[src/rtl/hazard_pkg.sv]
// Shared definitions for the pipeline hazard controller: default field widths,
// forwarding-select codes and the per-stage timing record.
package hazard_pkg;

  localparam int unsigned REG_W_DEF = 5;
  localparam int unsigned T_W_DEF   = 2;

  localparam logic [1:0] FWD_RF = 2'd0;
  localparam logic [1:0] FWD_M  = 2'd1;
  localparam logic [1:0] FWD_W  = 2'd2;

  typedef struct packed {
    logic [REG_W_DEF-1:0] r_use1;
    logic [REG_W_DEF-1:0] r_use2;
    logic [REG_W_DEF-1:0] r_new;
    logic [T_W_DEF-1:0]   t_new;
  } stage_rec_t;

  // One pipeline step closer to the result, never below zero.
  function automatic logic [T_W_DEF-1:0] t_dec(input logic [T_W_DEF-1:0] t);
    return (t == '0) ? '0 : t - 1'b1;
  endfunction

endpackage

[src/rtl/hazard_ctrl_if.sv]
// D-stage timing tuple in, stall and forwarding selects out.
// Optional MDU interlock signals exist only when HAZARD_MDU_STALL_EN is defined.
interface hazard_ctrl_if #(
  parameter int unsigned REG_W = hazard_pkg::REG_W_DEF,
  parameter int unsigned T_W   = hazard_pkg::T_W_DEF
);
  logic [REG_W-1:0] d_r_new;
  logic [T_W-1:0]   d_t_new;
  logic [REG_W-1:0] d_r_use1;
  logic [REG_W-1:0] d_r_use2;
  logic [T_W-1:0]   d_t_use1;
  logic [T_W-1:0]   d_t_use2;
`ifdef HAZARD_MDU_STALL_EN
  logic             d_is_md;
  logic             md_busy;
`endif
  logic             stall;
  logic [1:0]       fwd_d_rs;
  logic [1:0]       fwd_d_rt;
  logic [1:0]       fwd_e_rs;
  logic [1:0]       fwd_e_rt;
  logic [1:0]       fwd_m_rt;

  modport master (
    output d_r_new, d_t_new, d_r_use1, d_r_use2, d_t_use1, d_t_use2,
`ifdef HAZARD_MDU_STALL_EN
    output d_is_md, md_busy,
`endif
    input  stall, fwd_d_rs, fwd_d_rt, fwd_e_rs, fwd_e_rt, fwd_m_rt
  );

  modport slave (
    input  d_r_new, d_t_new, d_r_use1, d_r_use2, d_t_use1, d_t_use2,
`ifdef HAZARD_MDU_STALL_EN
    input  d_is_md, md_busy,
`endif
    output stall, fwd_d_rs, fwd_d_rt, fwd_e_rs, fwd_e_rt, fwd_m_rt
  );
endinterface

[src/rtl/hazard_stage_reg.sv]
// One pipeline stage record: bubble insertion, sync clear, and t_new aging.
module hazard_stage_reg
  import hazard_pkg::*;
(
  input  logic       clk,
  input  logic       rst_n,
  input  logic       bubble,
  input  stage_rec_t d,
  output stage_rec_t q
);

  // Capture the upstream record, aging its remaining latency by one cycle.
  always_ff @(posedge clk) begin
    if (!rst_n || bubble) begin
      q <= '0;
    end else begin
      q <= '{r_use1: d.r_use1, r_use2: d.r_use2, r_new: d.r_new, t_new: t_dec(d.t_new)};
    end
  end

endmodule

[src/rtl/hazard_ctrl.sv]
// Pipeline hazard controller: tracks destination/latency through E, M, W and
// produces the D-stage stall plus all forwarding selects.
// Build option: HAZARD_MDU_STALL_EN adds the multiply/divide busy interlock.
module hazard_ctrl
  import hazard_pkg::*;
#(
  parameter int unsigned REG_W = REG_W_DEF,
  parameter int unsigned T_W   = T_W_DEF
) (
  input  logic         clk,
  input  logic         rst_n,
  hazard_ctrl_if.slave hif
);

  stage_rec_t       d_rec, m_in, w_in, e_q, m_q, w_q;
  logic [REG_W-1:0] d_rs, d_rt, e_rs, e_rt, m_rt;
  logic [T_W-1:0]   d_tu1, d_tu2;
  logic             stall_c;
  logic             unused_rec;

  // True when stage s will not have register r ready by the cycle it is needed.
  function automatic logic late(input stage_rec_t s, input logic [REG_W_DEF-1:0] r,
                                input logic [T_W_DEF-1:0] t_use);
    return (r != '0) && (s.r_new == r) && (s.t_new > t_use);
  endfunction

  // Nearest producer wins; a nearer producer that is not ready masks older ones.
  function automatic logic [1:0] sel_mw(input logic [REG_W_DEF-1:0] r,
                                        input stage_rec_t m, input stage_rec_t w);
    if (r == '0)                       return FWD_RF;
    if (m.r_new == r)                  return (m.t_new == '0) ? FWD_M : FWD_RF;
    if (w.r_new == r && w.t_new == '0) return FWD_W;
    return FWD_RF;
  endfunction

  function automatic logic [1:0] sel_w(input logic [REG_W_DEF-1:0] r, input stage_rec_t w);
    return (r != '0 && w.r_new == r && w.t_new == '0) ? FWD_W : FWD_RF;
  endfunction

  assign d_rs  = hif.d_r_use1;
  assign d_rt  = hif.d_r_use2;
  assign d_tu1 = hif.d_t_use1;
  assign d_tu2 = hif.d_t_use2;
  assign d_rec = '{r_use1: hif.d_r_use1, r_use2: hif.d_r_use2,
                   r_new: hif.d_r_new, t_new: hif.d_t_new};
  assign m_in  = '{r_use1: '0, r_use2: e_q.r_use2, r_new: e_q.r_new, t_new: e_q.t_new};
  assign w_in  = '{r_use1: '0, r_use2: '0, r_new: m_q.r_new, t_new: m_q.t_new};
  assign e_rs  = e_q.r_use1;
  assign e_rt  = e_q.r_use2;
  assign m_rt  = m_q.r_use2;

  assign unused_rec = ^{m_q.r_use1, w_q.r_use1, w_q.r_use2};

  hazard_stage_reg u_e (.clk(clk), .rst_n(rst_n), .bubble(stall_c), .d(d_rec), .q(e_q));
  hazard_stage_reg u_m (.clk(clk), .rst_n(rst_n), .bubble(1'b0),    .d(m_in),  .q(m_q));
  hazard_stage_reg u_w (.clk(clk), .rst_n(rst_n), .bubble(1'b0),    .d(w_in),  .q(w_q));

  // Stall when an E/M producer cannot deliver in time; W is always in time.
  always_comb begin
    stall_c = late(e_q, d_rs, d_tu1) || late(m_q, d_rs, d_tu1) ||
              late(e_q, d_rt, d_tu2) || late(m_q, d_rt, d_tu2);
`ifdef HAZARD_MDU_STALL_EN
    stall_c = stall_c || (hif.d_is_md && hif.md_busy);
`endif
  end

  // Drive stall and forwarding selects for D, E and M consumers.
  always_comb begin
    hif.stall    = stall_c;
    hif.fwd_d_rs = sel_mw(d_rs, m_q, w_q);
    hif.fwd_d_rt = sel_mw(d_rt, m_q, w_q);
    hif.fwd_e_rs = sel_mw(e_rs, m_q, w_q);
    hif.fwd_e_rt = sel_mw(e_rt, m_q, w_q);
    hif.fwd_m_rt = sel_w(m_rt, w_q);
  end

endmodule

[src/flat_wrapper.sv]
// flat-port wrapper written by rule: the top's interface ports become plain ports
module hazard_ctrl_flat import hazard_pkg::*;
#(
  parameter int unsigned REG_W = REG_W_DEF,
  parameter int unsigned T_W   = T_W_DEF
)
  (clk, rst_n, hif_d_r_new, hif_d_t_new, hif_d_r_use1, hif_d_r_use2, hif_d_t_use1, hif_d_t_use2, hif_stall, hif_fwd_d_rs, hif_fwd_d_rt, hif_fwd_e_rs, hif_fwd_e_rt, hif_fwd_m_rt);
  hazard_ctrl_if #(.REG_W(REG_W), .T_W(T_W)) hif_i ();
  input  logic clk;
  input  logic rst_n;
  input wire logic [$bits(hif_i.d_r_new)-1:0] hif_d_r_new;
  input wire logic [$bits(hif_i.d_t_new)-1:0] hif_d_t_new;
  input wire logic [$bits(hif_i.d_r_use1)-1:0] hif_d_r_use1;
  input wire logic [$bits(hif_i.d_r_use2)-1:0] hif_d_r_use2;
  input wire logic [$bits(hif_i.d_t_use1)-1:0] hif_d_t_use1;
  input wire logic [$bits(hif_i.d_t_use2)-1:0] hif_d_t_use2;
  output wire logic [$bits(hif_i.stall)-1:0] hif_stall;
  output wire logic [$bits(hif_i.fwd_d_rs)-1:0] hif_fwd_d_rs;
  output wire logic [$bits(hif_i.fwd_d_rt)-1:0] hif_fwd_d_rt;
  output wire logic [$bits(hif_i.fwd_e_rs)-1:0] hif_fwd_e_rs;
  output wire logic [$bits(hif_i.fwd_e_rt)-1:0] hif_fwd_e_rt;
  output wire logic [$bits(hif_i.fwd_m_rt)-1:0] hif_fwd_m_rt;
  assign hif_i.d_r_new = hif_d_r_new;
  assign hif_i.d_t_new = hif_d_t_new;
  assign hif_i.d_r_use1 = hif_d_r_use1;
  assign hif_i.d_r_use2 = hif_d_r_use2;
  assign hif_i.d_t_use1 = hif_d_t_use1;
  assign hif_i.d_t_use2 = hif_d_t_use2;
  assign hif_stall = hif_i.stall;
  assign hif_fwd_d_rs = hif_i.fwd_d_rs;
  assign hif_fwd_d_rt = hif_i.fwd_d_rt;
  assign hif_fwd_e_rs = hif_i.fwd_e_rs;
  assign hif_fwd_e_rt = hif_i.fwd_e_rt;
  assign hif_fwd_m_rt = hif_i.fwd_m_rt;
  hazard_ctrl #(.REG_W(REG_W), .T_W(T_W)) u_core (.clk(clk), .rst_n(rst_n), .hif(hif_i));
endmodule
[config.mk]
export PLATFORM = sky130hd
export DESIGN_NAME = hazard_ctrl_flat
export DESIGN_NICKNAME = d
export VERILOG_FILES = /design/src/rtl/hazard_pkg.sv /design/src/rtl/hazard_ctrl_if.sv /design/src/rtl/hazard_stage_reg.sv /design/src/rtl/hazard_ctrl.sv /design/src/flat_wrapper.sv
export SDC_FILE = /design/constraint.sdc
export NUM_CORES = 1
export LEC_CHECK = 0
export ABC_AREA = 1
export CAP_MARGIN = 20
export CORE_MARGIN = 2
export CORE_UTILIZATION = 45
export CTS_BUF_LIST = sky130_fd_sc_hd__clkbuf_8
export DETAILED_ROUTE_END_ITERATION = 8
export GPL_ROUTABILITY_DRIVEN = 0
export PLACE_DENSITY = 0.72
export SLEW_MARGIN = 20
export SYNTH_ARGS = -nofsm -noshare
export SYNTH_HDL_FRONTEND = slang
export SYNTH_SLANG_ARGS = --single-unit
[constraint.sdc]
create_clock -name clk -period 1.91 [get_ports clk]
set_input_delay 0.4775 -clock clk [delete_from_list [all_inputs] [get_ports clk]]
set_output_delay 0.4775 -clock clk [all_outputs]
set_load 0.05 [all_outputs]
==> Implementation_results.wiki, run 1 <==
{| class="wikitable"
! Metric !! Value
|-
| Routed vias/inst || 5.49
|-
| Wire length of the first global-routing pass || 10.6 mm
|-
| GRT Residual Overflow || 0
|-
| Power density over cell area || 631 mW/mm^2
|-
| Via count of the first global-routing pass || 2,372
|-
| Clock buffer count from CTS || 5
|-
| Power consumption || 2.28 mW
|-
| Number of optimization iterations in the first detailed-route pass || 5
|-
| Std cell rows || 25
|-
| Final setup TNS || -1650 ps
|-
| Worst vdd ir || 0.000564 V
|-
| Flip-flop cell with the highest count after synthesis || sky130_fd_sc_hd__dfxtp_1
|-
| Filler cells || 267
|-
| Cell area after technology mapping || 0.00215 sq mm
|-
| Die Span Y || 73.1 microns
|-
| Number of nets at the end of the flow || 430
|-
| Setup crit start kind || flip-flop
|-
| Cell-internal power || 1.52 mW
|-
| Global-route track usage on met2 || 45.4%
|-
| Post-synthesis area per instance || 6.80 sq um
|-
| Post-layout worst setup margin || -240 ps
|-
| Hold WS || 459 ps
|-
| Post-Route Skew || 13.5 ps
|-
| Setup slack at placement || -591 ps
|-
| Worst setup path startpoint || u_core.u_e.q[1]
|-
| Hold wc startpoint || u_core.u_m.q[6]
|-
| Clock Tree Buf Depth || 2
|-
| Syn_nets || 350
|-
| Maximum frequency from static timing analysis || 0.465 GHz
|-
| Worst EP required || 1430 ps
|-
| H-Tree Level Count || 2
|-
| DIE AREA || 0.00534 sq mm
|-
| Wire length reported by the detailed router || 7.69 mm
|-
| Worst-path maximum fanout || 3
|-
| Wire per inst || 17.1 microns
|-
| Gr usage total || 26.4%
|-
| Seq/Total Area, Yosys || 33.5%
|-
| Number of buffer and inverter stages on the critical path || 2
|-
| Dpl hpwl || 4.50 mm
|-
| Area overhead of the layout relative to synthesis || 67.9%
|-
| Critical Path Sink Type || primary output
|-
| Number of warnings issued by yosys || 0
|-
| GR met3 Demand/Resource || 5.52%
|-
| Final cycle utilization of the critical path || 113%
|-
| Number of antenna repair diodes || 0
|-
| Antenna violations before repair || 0
|-
| EDFF count, synth || 0
|-
| Clock share of power || 31.6%
|-
| Most frequent cells in the layout || 52 x sky130_fd_sc_hd__nand2_1, 50 x sky130_fd_sc_hd__inv_1, 41 x sky130_fd_sc_hd__buf_4, 25 x sky130_fd_sc_hd__nor2_1, 17 x sky130_fd_sc_hd__dfxtp_1
|-
| Number of slew-limit violations in the final report || 0
|-
| Critical path's slowest cell || sky130_fd_sc_hd__dfxtp_4
|-
| Leading cell type in the layout, fill and taps excluded || sky130_fd_sc_hd__nand2_1
|-
| Via Count || 2,476
|-
| Maxcap violations || 0
|-
| Most heavily used metal layer in global routing || met2
|-
| Depth of the worst hold-timing path || 2
|-
| Std-Cell Core Area || 0.00466 sq mm
|-
| Maximum number of pins on one net before global-route repair || 16
|-
| Initial Utilization || 46.1%
|-
| Port Buffers || 32
|-
| Global routing met1 resource utilization || 30.6%
|-
| Clock edge transition at the registers on the reported setup and hold paths || 70 ps
|-
| Flop and latch count out of synthesis || 36
|-
| Clock insertion delay at the later pin of the skew report || 320 ps
|-
| Static leakage || 1.72 nW
|-
| Mapped Cells || 316
|-
| Count of unique library cells instantiated by Yosys || 31
|-
| Switching part of the total power || 33.4%
|-
| Largest stage delay on the critical path || 380 ps
|-
| Cts hold-fix bufs || 0
|-
| Endpoint, Worst Hold || u_core.u_w.q[6]
|-
| Startpoint of the lowest-slack register-to-register path || u_core.u_e.q[1]
|-
| Tmin final || 2150 ps
|-
| Unrepaired setup endpoints after global routing || yes
|-
| Result of the run || finished, violations left
|-
| Net switching power || 0.760 mW
|-
| Violated checks || setup timing
|-
| Root Buffer Master || sky130_fd_sc_hd__clkbuf_8
|-
| Reg-to-reg endpoint || u_core.u_e.q[4]
|-
| Die X-Extent || 73.1 microns
|-
| Worst r2r path cells || 12
|-
| Comb pwr share || 30.9%
|-
| Family of cells with the greatest summed delay on the critical path || simple AND/OR/NAND/NOR gates
|-
| Antenna violation net count after detailed routing || 0
|-
| Most frequent CP cell || sky130_fd_sc_hd__nand2_1
|-
| Critical path arrival || 1670 ps
|-
| CTS tree || done
|-
| CTS Sinks || 36
|-
| Number of setup violations in the final report || 10
|-
| Critical path depth || 10
|-
| Cells traversed along the worst timing path || ha_4 > inv_2 > o21bai_1 > nand2_1 > nor2_1 > nand2_1 > nand2_1 > nand2_2 > nand2_4 > buf_12
|-
| Sequential power share || 37.5%
|-
| Final hold viol count || 0
|-
| Count of unresolved DRC violations after routing || 0
|-
| Path class of the lowest-slack min-delay path || flip-flop to flip-flop
|-
| Number of design-rule violations left by the first detailed-router iteration || 263
|-
| Post-synthesis async set-or-reset flop share || 0%
|-
| Reg2Reg Setup Slack || 140 ps
|-
| Share of final-layout standard cells stronger than drive strength 1 || 47.4%
|-
| Top Ports || 34
|-
| Critical path start-end classification || flip-flop to primary output
|}
[registers in the layout, summed over array words and instances (netlist names)]
register      flops
u_core.u_w.q      7
u_core.u_m.q     12
u_core.u_e.q     17
[repair_timing]
| item | in CTS | in global routing |
|---|---|---|
| pin swaps | 47 | 32 |
| cloned | 0 | 1 |
| gates resized for setup | 118 | 54 |
| buffers inserted | 10 | 5 |
| endpoints found under the setup margin | 27 | 27 |
[routing by layer]
| layer | up-vias | part of all wire [%] |
|---|---|---|
| met2 | 142 | 48 |
| li1 | 1144 | - |
| met4 | 0 | 5.3 |
| met1 | 1154 | 40 |
| met3 | 36 | 6.7 |
| met5 | - | 0 |
[worst max path at each step]
stage                            endpoint  slack, ps
final                           hif_stall       -240
after global routing            hif_stall       -340
after CTS                       hif_stall       -200
after detailed placement        hif_stall       -590
after global placement          hif_stall       -530
after floorplan           hif_fwd_e_rt[0]        -60
[power by group through the flow]
| stage | sequential [mW] | clock [mW] | combinational [mW] |
|---|---|---|---|
| floorplan | 0.837 | 0 | 0.318 |
| global placement | 0.854 | 0 | 0.531 |
| detailed placement | 0.855 | 0 | 0.541 |
| CTS | 0.841 | 0.706 | 0.610 |
| global route | 0.857 | 0.753 | 0.755 |
| finish | 0.853 | 0.720 | 0.704 |
[cell type report]
type                            instances  area (sq um)  area share, %
Multi-Input combinational cell        201          1550           43.0
Timing Repair Buffer                   82           825           22.9
Sequential cell                        36           772           21.4
Inverter                               70           278           7.70
Clock buffer                            5          68.8           1.91
Tap cell                               54          67.6           1.87
Clock inverter                          3          46.3           1.28
[through the flow]
stage	instances	utilization [%]	cell area [sq um]
floorplan	316	-	2180
global placement	429	62.3	2900
detailed placement	429	62.3	2900
CTS	447	72.0	3350
global route	451	77.4	3610
finish	451	77.4	3610
[cells by family (layout without fill, tap and decap cells)]
| logic type | Yosys count | after routing | share of synthesized area [%] |
|---|---|---|---|
| and+or+nand+nor | 139 | 140 | 27.8 |
| adders and majority gates | 11 | 11 | 6.41 |
| DFF | 36 | 36 | 33.5 |
| buffers and inverters | 80 | 160 | 14.9 |
| other | 1 | 1 | 0.175 |
| xor gates and xnor gates | 20 | 20 | 8.15 |
| AOI/OAI and AO/OA | 29 | 29 | 9.03 |
[synthesized netlist by cell type (all sizes together) (5+ instances only)]
master,instances,area (sq um)
a221oi,6,52.6
nand2,65,249
buf,5,36.3
ha,11,138
nand4,8,50.1
nand3,8,52.6
a21oi,6,30.0
o22ai,10,62.6
xnor2,11,96.3
nor2,41,154
nor3,11,55.1
xor2,9,78.8
dfxtp,36,721
clkbuf,5,20.0
inv,70,263
[worst reg2reg max path: stages (launching register included)]
cell	delay, ps
sky130_fd_sc_hd__dfxtp_4	380
sky130_fd_sc_hd__ha_4	280
sky130_fd_sc_hd__inv_2	40
sky130_fd_sc_hd__o21bai_1	120
sky130_fd_sc_hd__nand2_1	60
sky130_fd_sc_hd__nor2_1	90
sky130_fd_sc_hd__nand2_1	60
sky130_fd_sc_hd__nand2_1	70
sky130_fd_sc_hd__nand2_2	70
sky130_fd_sc_hd__buf_4	140
sky130_fd_sc_hd__buf_4	150
sky130_fd_sc_hd__nand3_2	160
sky130_fd_sc_hd__nor2_1	60
(Power assumes the default switching activity.)
==> run 2: changes to the inputs <==
--- a/config.mk
+++ b/config.mk
@@ -8,11 +8,12 @@
 export ABC_AREA = 1
 export CAP_MARGIN = 20
 export CORE_MARGIN = 2
-export CORE_UTILIZATION = 45
+export CORE_UTILIZATION = 55
 export CTS_BUF_LIST = sky130_fd_sc_hd__clkbuf_8
+export CTS_CLUSTER_SIZE = 20
 export DETAILED_ROUTE_END_ITERATION = 8
 export GPL_ROUTABILITY_DRIVEN = 0
-export PLACE_DENSITY = 0.72
+export PLACE_DENSITY = 0.85
 export SLEW_MARGIN = 20
 export SYNTH_ARGS = -nofsm -noshare
 export SYNTH_HDL_FRONTEND = slang
==> Implementation_results.wiki, run 2 (synthesis gave the netlist of run 1 again) <==
{| class="wikitable"
! Metric !! Value
|-
| Leading cell type in the layout, fill and taps excluded || sky130_fd_sc_hd__nand2_1
|-
| Dpl hpwl || 4.78 mm
|-
| Port Buffers || 32
|-
| GR met3 Demand/Resource || 16.7%
|-
| DIE AREA || 0.00442 sq mm
|-
| # placed instances || 416
|-
| Reg-to-reg endpoint || u_core.u_e.q[10]
|-
| Critical Path Sink Type || primary output
|-
| Global routing met1 resource utilization || 49.1%
|-
| Post-layout worst setup margin || -581 ps
|-
| Top Ports || 34
|-
| Initial Utilization || 57.8%
|-
| Largest stage delay on the critical path || 450 ps
|-
| Violated checks || DRC, setup timing
|-
| Number of slew-limit violations in the final report || 0
|-
| Worst-path maximum fanout || 7
|-
| Cells traversed along the worst timing path || o22ai_2 > a221oi_2 > nand4_1 > nor2_4 > buf_12
|-
| Unrepaired setup endpoints after global routing || yes
|-
| Worst vdd ir || 0.000874 V
|-
| Number of antenna repair diodes || 0
|-
| Tmin final || 2490 ps
|-
| Wire per inst || 26.7 microns
|-
| Result of the run || finished, violations left
|-
| Root Buffer Master || sky130_fd_sc_hd__clkbuf_8
|-
| Critical path's slowest cell || sky130_fd_sc_hd__dfxtp_2
|-
| Most frequent cells in the layout || 52 x sky130_fd_sc_hd__nand2_1, 51 x sky130_fd_sc_hd__inv_1, 35 x sky130_fd_sc_hd__buf_4, 29 x sky130_fd_sc_hd__nor2_1, 18 x sky130_fd_sc_hd__dfxtp_1
|-
| Capturing instance or port of the critical path || hif_fwd_d_rt[1]
|-
| Antenna violation net count after detailed routing || 0
|-
| Share of final-layout standard cells stronger than drive strength 1 || 43.6%
|-
| Worst setup path startpoint || u_core.u_w.q[2]
|-
| Gr usage total || 47.8%
|-
| Cts hold-fix bufs || 0
|-
| Clock edge transition at the registers on the reported setup and hold paths || 90 ps
|-
| Power density over cell area || 684 mW/mm^2
|-
| Global-route track usage on met2 || 75.5%
|-
| GRT Residual Overflow || 0
|-
| Number of optimization iterations in the first detailed-route pass || 9
|-
| Register with the highest flop count || u_core.u_e.q
|-
| Worst r2r path cells || 10
|-
| Final cycle utilization of the critical path || 130%
|-
| Static leakage || 1.68 nW
|-
| Number of setup violations in the final report || 25
|-
| Maximum number of pins on one net before global-route repair || 16
|-
| Clock Tree Buf Depth || 2
|-
| Via count of the first global-routing pass || 2,946
|-
| Startpoint of the lowest-slack register-to-register path || u_core.u_e.q[2]
|-
| Path class of the lowest-slack min-delay path || flip-flop to flip-flop
|-
| Number of buffer and inverter stages on the critical path || 1
|-
| Most heavily used metal layer in global routing || met2
|-
| Maximum frequency from static timing analysis || 0.401 GHz
|-
| Area overhead of the layout relative to synthesis || 60.7%
|-
| Post-Route Skew || 14.3 ps
|-
| Die X-Extent || 66.5 microns
|-
| Routed vias/inst || 6.87
|-
| Reg2Reg Setup Slack || -40 ps
|-
| Count of unresolved DRC violations after routing || 71
|-
| Biggest registers after layout || u_core.u_e.q x17, u_core.u_m.q x12, u_core.u_w.q x7
|-
| Wire length reported by the detailed router || 11.7 mm
|-
| Family of cells with the greatest summed delay on the critical path || simple AND/OR/NAND/NOR gates
|-
| Wire length of the first global-routing pass || 15.1 mm
|-
| Critical path start-end classification || flip-flop to primary output
|-
| Via Count || 3,021
|-
| H-Tree Level Count || 2
|-
| Final setup TNS || -3980 ps
|-
| Setup slack at placement || -622 ps
|-
| Antenna violations before repair || 0
|-
| Clock insertion delay at the later pin of the skew report || 320 ps
|-
| Final hold viol count || 0
|-
| Die Span Y || 66.5 microns
|-
| Std cell rows || 22
|-
| Setup crit start kind || flip-flop
|-
| Max reg flops || 17
|-
| CTS Sinks || 36
|-
| Critical path arrival || 2010 ps
|-
| Critical path depth || 5
|-
| Number of nets at the end of the flow || 425
|-
| Number of design-rule violations left by the first detailed-router iteration || 708
|-
| Clock buffer count from CTS || 5
|-
| Maxcap violations || 0
|-
| CTS tree || done
|-
| Worst EP required || 1430 ps
|-
| Std-Cell Core Area || 0.00372 sq mm
|-
| Non-filler cells in the finished layout || 440
|}
## run 2: timing repair
item | 4_1_cts | 5_1_grt
resized for setup | 125 | 44
setup buffers | 11 | 4
setup endpoints to repair | 27 | 25
hold endpoints to repair | 0 | 0
pin swaps | 38 | 24
gates cloned | 0 | 1
## run 2: worst register-to-register path: stages (launching register included)
cell and delay, ps:
sky130_fd_sc_hd__dfxtp_1 450, sky130_fd_sc_hd__inv_1 140, sky130_fd_sc_hd__nand2_1 220, sky130_fd_sc_hd__nand4_1 190
sky130_fd_sc_hd__nor2_1 120, sky130_fd_sc_hd__nand2_1 110, sky130_fd_sc_hd__nand2_1 100, sky130_fd_sc_hd__nand2_2 90
sky130_fd_sc_hd__buf_4 180, sky130_fd_sc_hd__nand3_4 150, sky130_fd_sc_hd__nor2_1 80
## run 2: metal layers
layer | wire (microns) | up-vias
li1 | - | 1140
met1 | 3700 | 1319
met2 | 4830 | 378
met3 | 1690 | 184
met4 | 1520 | 0
met5 | 0 | -
## run 2: how the worst min path moves through the flow
stage,startpoint,to,slack (ps),depth (start not counted)
after floorplan,u_core.u_m.q[0],u_core.u_w.q[0],400,1
after global placement,u_core.u_m.q[0],u_core.u_w.q[0],400,1
after detailed placement,u_core.u_m.q[0],u_core.u_w.q[0],420,1
after CTS,u_core.u_e.q[0],u_core.u_m.q[0],430,1
after global routing,u_core.u_m.q[0],u_core.u_w.q[0],470,1
final,u_core.u_e.q[0],u_core.u_m.q[0],450,1
## run 2: power breakdown
part	leakage [nW]	total (mW)	switching, mW	internal, mW
Combinational	1.32	0.772	0.447	0.325
Clock	0.0541	0.727	0.340	0.387
Sequential	0.306	0.862	0.0716	0.791
## run 2: final cells by class
type / count / area [sq um]
fill: 143 / 264
timing repair buffer: 77 / 753
clock inverter: 3 / 42.5
clock buffer: 5 / 68.8
multi-input combinational: 201 / 1470
sequential: 36 / 763
inverter: 70 / 290
tap: 48 / 60.1
## run 2: stage by stage
step	total power, mW	util (%)	instance area [sq um]	hold WS (ps)
2_1_floorplan	1.16	-	2180	397
3_3_place_gp	1.37	76.2	2830	403
3_5_place_dp	1.39	76.2	2830	423
4_1_cts	2.15	88.8	3300	427
5_1_grt	2.40	92.9	3450	468
6_report	2.36	92.9	3450	452
==> run 3: changes to the inputs <==
==> constraint.sdc (replaced) <==
create_clock -name clk -period 2.7 [get_ports clk]
set_input_delay 0.675 -clock clk [delete_from_list [all_inputs] [get_ports clk]]
set_output_delay 0.675 -clock clk [all_outputs]
set_load 0.05 [all_outputs]
==> Implementation_results.wiki, run 3 (synthesis gave the netlist of run 1 again) <==
{| class="wikitable"
! Metric !! Value
|-
| Area overhead of the layout relative to synthesis || 34.1%
|-
| Critical path arrival || 1930 ps
|-
| Post-Route Utilization || 77.5%
|-
| Wire per inst || 14.0 microns
|-
| Number of nets at the end of the flow || 406
|-
| Post-layout worst setup margin || 94.1 ps
|-
| # placed instances || 411
|-
| Number of buffer and inverter stages on the critical path || 2
|-
| Post-Route Skew || 3.80 ps
|-
| Clock edge transition at the registers on the reported setup and hold paths || 70 ps
|-
| Critical path start-end classification || input port to primary output
|-
| Number of antenna repair diodes || 0
|-
| Critical path's slowest cell || sky130_fd_sc_hd__ha_1
|-
| Final cycle utilization of the critical path || 96.5%
|-
| Via count of the first global-routing pass || 2,199
|-
| Std cell rows || 22
|-
| Power density over cell area || 470 mW/mm^2
|-
| Post-Layout Inst Area || 0.00288 sq mm
|-
| Result of the run || complete, no violations
|-
| CTS Sinks || 36
|-
| Antenna violations before repair || 0
|-
| Worst EP required || 2030 ps
|-
| H-Tree Level Count || 2
|-
| Tmin final || 2610 ps
|-
| Worst vdd ir || 0.000340 V
|-
| Most frequent cells in the layout || 64 x sky130_fd_sc_hd__inv_1, 62 x sky130_fd_sc_hd__nand2_1, 36 x sky130_fd_sc_hd__dfxtp_1, 35 x sky130_fd_sc_hd__nor2_1, 31 x sky130_fd_sc_hd__buf_4
|-
| GRT Residual Overflow || 0
|-
| Std-Cell Core Area || 0.00372 sq mm
|-
| Die X-Extent || 66.5 microns
|-
| Non-filler cells in the finished layout || 421
|-
| Final hold viol count || 0
|-
| Antenna violation net count after detailed routing || 0
|-
| Dpl hpwl || 4.27 mm
|-
| Path class of the lowest-slack min-delay path || flip-flop to flip-flop
|-
| Top Ports || 34
|-
| Number of design-rule violations left by the first detailed-router iteration || 233
|-
| Initial Utilization || 57.8%
|-
| Share of final-layout standard cells stronger than drive strength 1 || 18.8%
|-
| Reg2Reg Setup Slack || 830 ps
|-
| Count of unresolved DRC violations after routing || 0
|-
| Biggest registers after layout || u_core.u_e.q x17, u_core.u_m.q x12, u_core.u_w.q x7
|-
| Root Buffer Master || sky130_fd_sc_hd__clkbuf_8
|-
| Wire length reported by the detailed router || 5.91 mm
|-
| Die Span Y || 66.5 microns
|-
| Worst-path maximum fanout || 2
|-
| Routed vias/inst || 5.32
|-
| Setup slack at placement || -249 ps
|-
| Register with the highest flop count || u_core.u_e.q
|-
| DIE AREA || 0.00442 sq mm
|-
| Setup crit start kind || input port
|-
| Number of slew-limit violations in the final report || 0
|-
| Cells traversed along the worst timing path || dlygate4sd2_1 > ha_1 > nand2_1 > nand4_1 > nor2_1 > nand2_1 > nand2_1 > nand2_2 > nand2_2 > buf_12
|-
| Critical Path Sink Type || primary output
|-
| Clock buffer count from CTS || 5
|-
| Static leakage || 1.49 nW
|-
| Maximum frequency from static timing analysis || 0.384 GHz
|-
| Via Count || 2,238
|-
| Instance area at placement || 0.00271 sq mm
|-
| Number of setup violations in the final report || 0
|-
| CTS tree || done
|-
| Clock Tree Buf Depth || 2
|-
| Most frequent CP cell || sky130_fd_sc_hd__nand2_1
|-
| Maximum number of pins on one net before global-route repair || 16
|-
| Wire length of the first global-routing pass || 9.87 mm
|-
| Max reg flops || 17
|-
| Family of cells with the greatest summed delay on the critical path || simple AND/OR/NAND/NOR gates
|-
| Largest stage delay on the critical path || 290 ps
|-
| Clock insertion delay at the later pin of the skew report || 290 ps
|-
| Cts hold-fix bufs || 0
|-
| Number of optimization iterations in the first detailed-route pass || 4
|-
| Port Buffers || 32
|-
| Maxcap violations || 0
|-
| Gr usage total || 29.9%
|-
| Leading cell type in the layout, fill and taps excluded || sky130_fd_sc_hd__inv_1
|}
## run 3: cell types whose count changed in the layout (fill, tap and decap cells not counted), moves of 6 or more
cell	previous run	this run
sky130_fd_sc_hd__dfxtp_4	8	0
sky130_fd_sc_hd__nand2_2	11	3
sky130_fd_sc_hd__buf_2	9	0
sky130_fd_sc_hd__nor3_1	5	11
sky130_fd_sc_hd__inv_1	51	64
sky130_fd_sc_hd__dfxtp_2	10	0
sky130_fd_sc_hd__dlygate4sd2_1	2	13
sky130_fd_sc_hd__buf_6	9	0
sky130_fd_sc_hd__dfxtp_1	18	36
sky130_fd_sc_hd__inv_4	7	0
sky130_fd_sc_hd__nand2_1	52	62
sky130_fd_sc_hd__nor2_1	29	35
## run 3: final cells by class
cell class,instances,area (sq um)
fillers,269,835
clock buffers,6,82.6
multi-input cells,200,1190
inverters,70,263
clock inverters,2,11.3
repair buffers,59,552
flip-flops and latches,36,721
well taps,48,60.1
## run 3: per-layer routing
| metal | global-route usage, % | vias up | wire, microns |
|---|---|---|---|
| li1 | - | 1091 | - |
| met1 | 35.1 | 1009 | 2340 |
| met2 | 53.1 | 112 | 2940 |
| met3 | 5.74 | 26 | 425 |
| met4 | 11.7 | 0 | 201 |
| met5 | 0 | - | 0 |
## run 3: path summary, 6_finish.rpt
kind                                      start              end  cells past startpoint
worst max-delay path            hif_d_t_use1[0]        hif_stall                     10
worst min-delay path            u_core.u_m.q[0]  u_core.u_w.q[0]                      1
worst max register to register  u_core.u_m.q[4]  u_core.u_e.q[8]                     12
worst min register to register  u_core.u_m.q[0]  u_core.u_w.q[0]                      1
## run 3: what timing repair did
item,CTS,global route
pin swaps,14,3
endpoints found under the setup margin,5,3
gates resized for setup,30,5
setup buffers,2,0
## run 3: where the power goes
group	internal, mW	switching, mW
combinational	0.159	0.198
sequential	0.561	0.0381
clock	0.204	0.194
## run 3: stage by stage
| step | setup TNS (ps) | hold slack [ps] | power [mW] |
|---|---|---|---|
| global placement | -674 | 403 | 0.936 |
| CTS | 0 | 427 | 1.35 |
| detailed placement | -754 | 417 | 0.947 |
| global route | -6.40 | 440 | 1.42 |
| finish | 0 | 431 | 1.35 |
| floorplan | 0 | 397 | 0.810 |
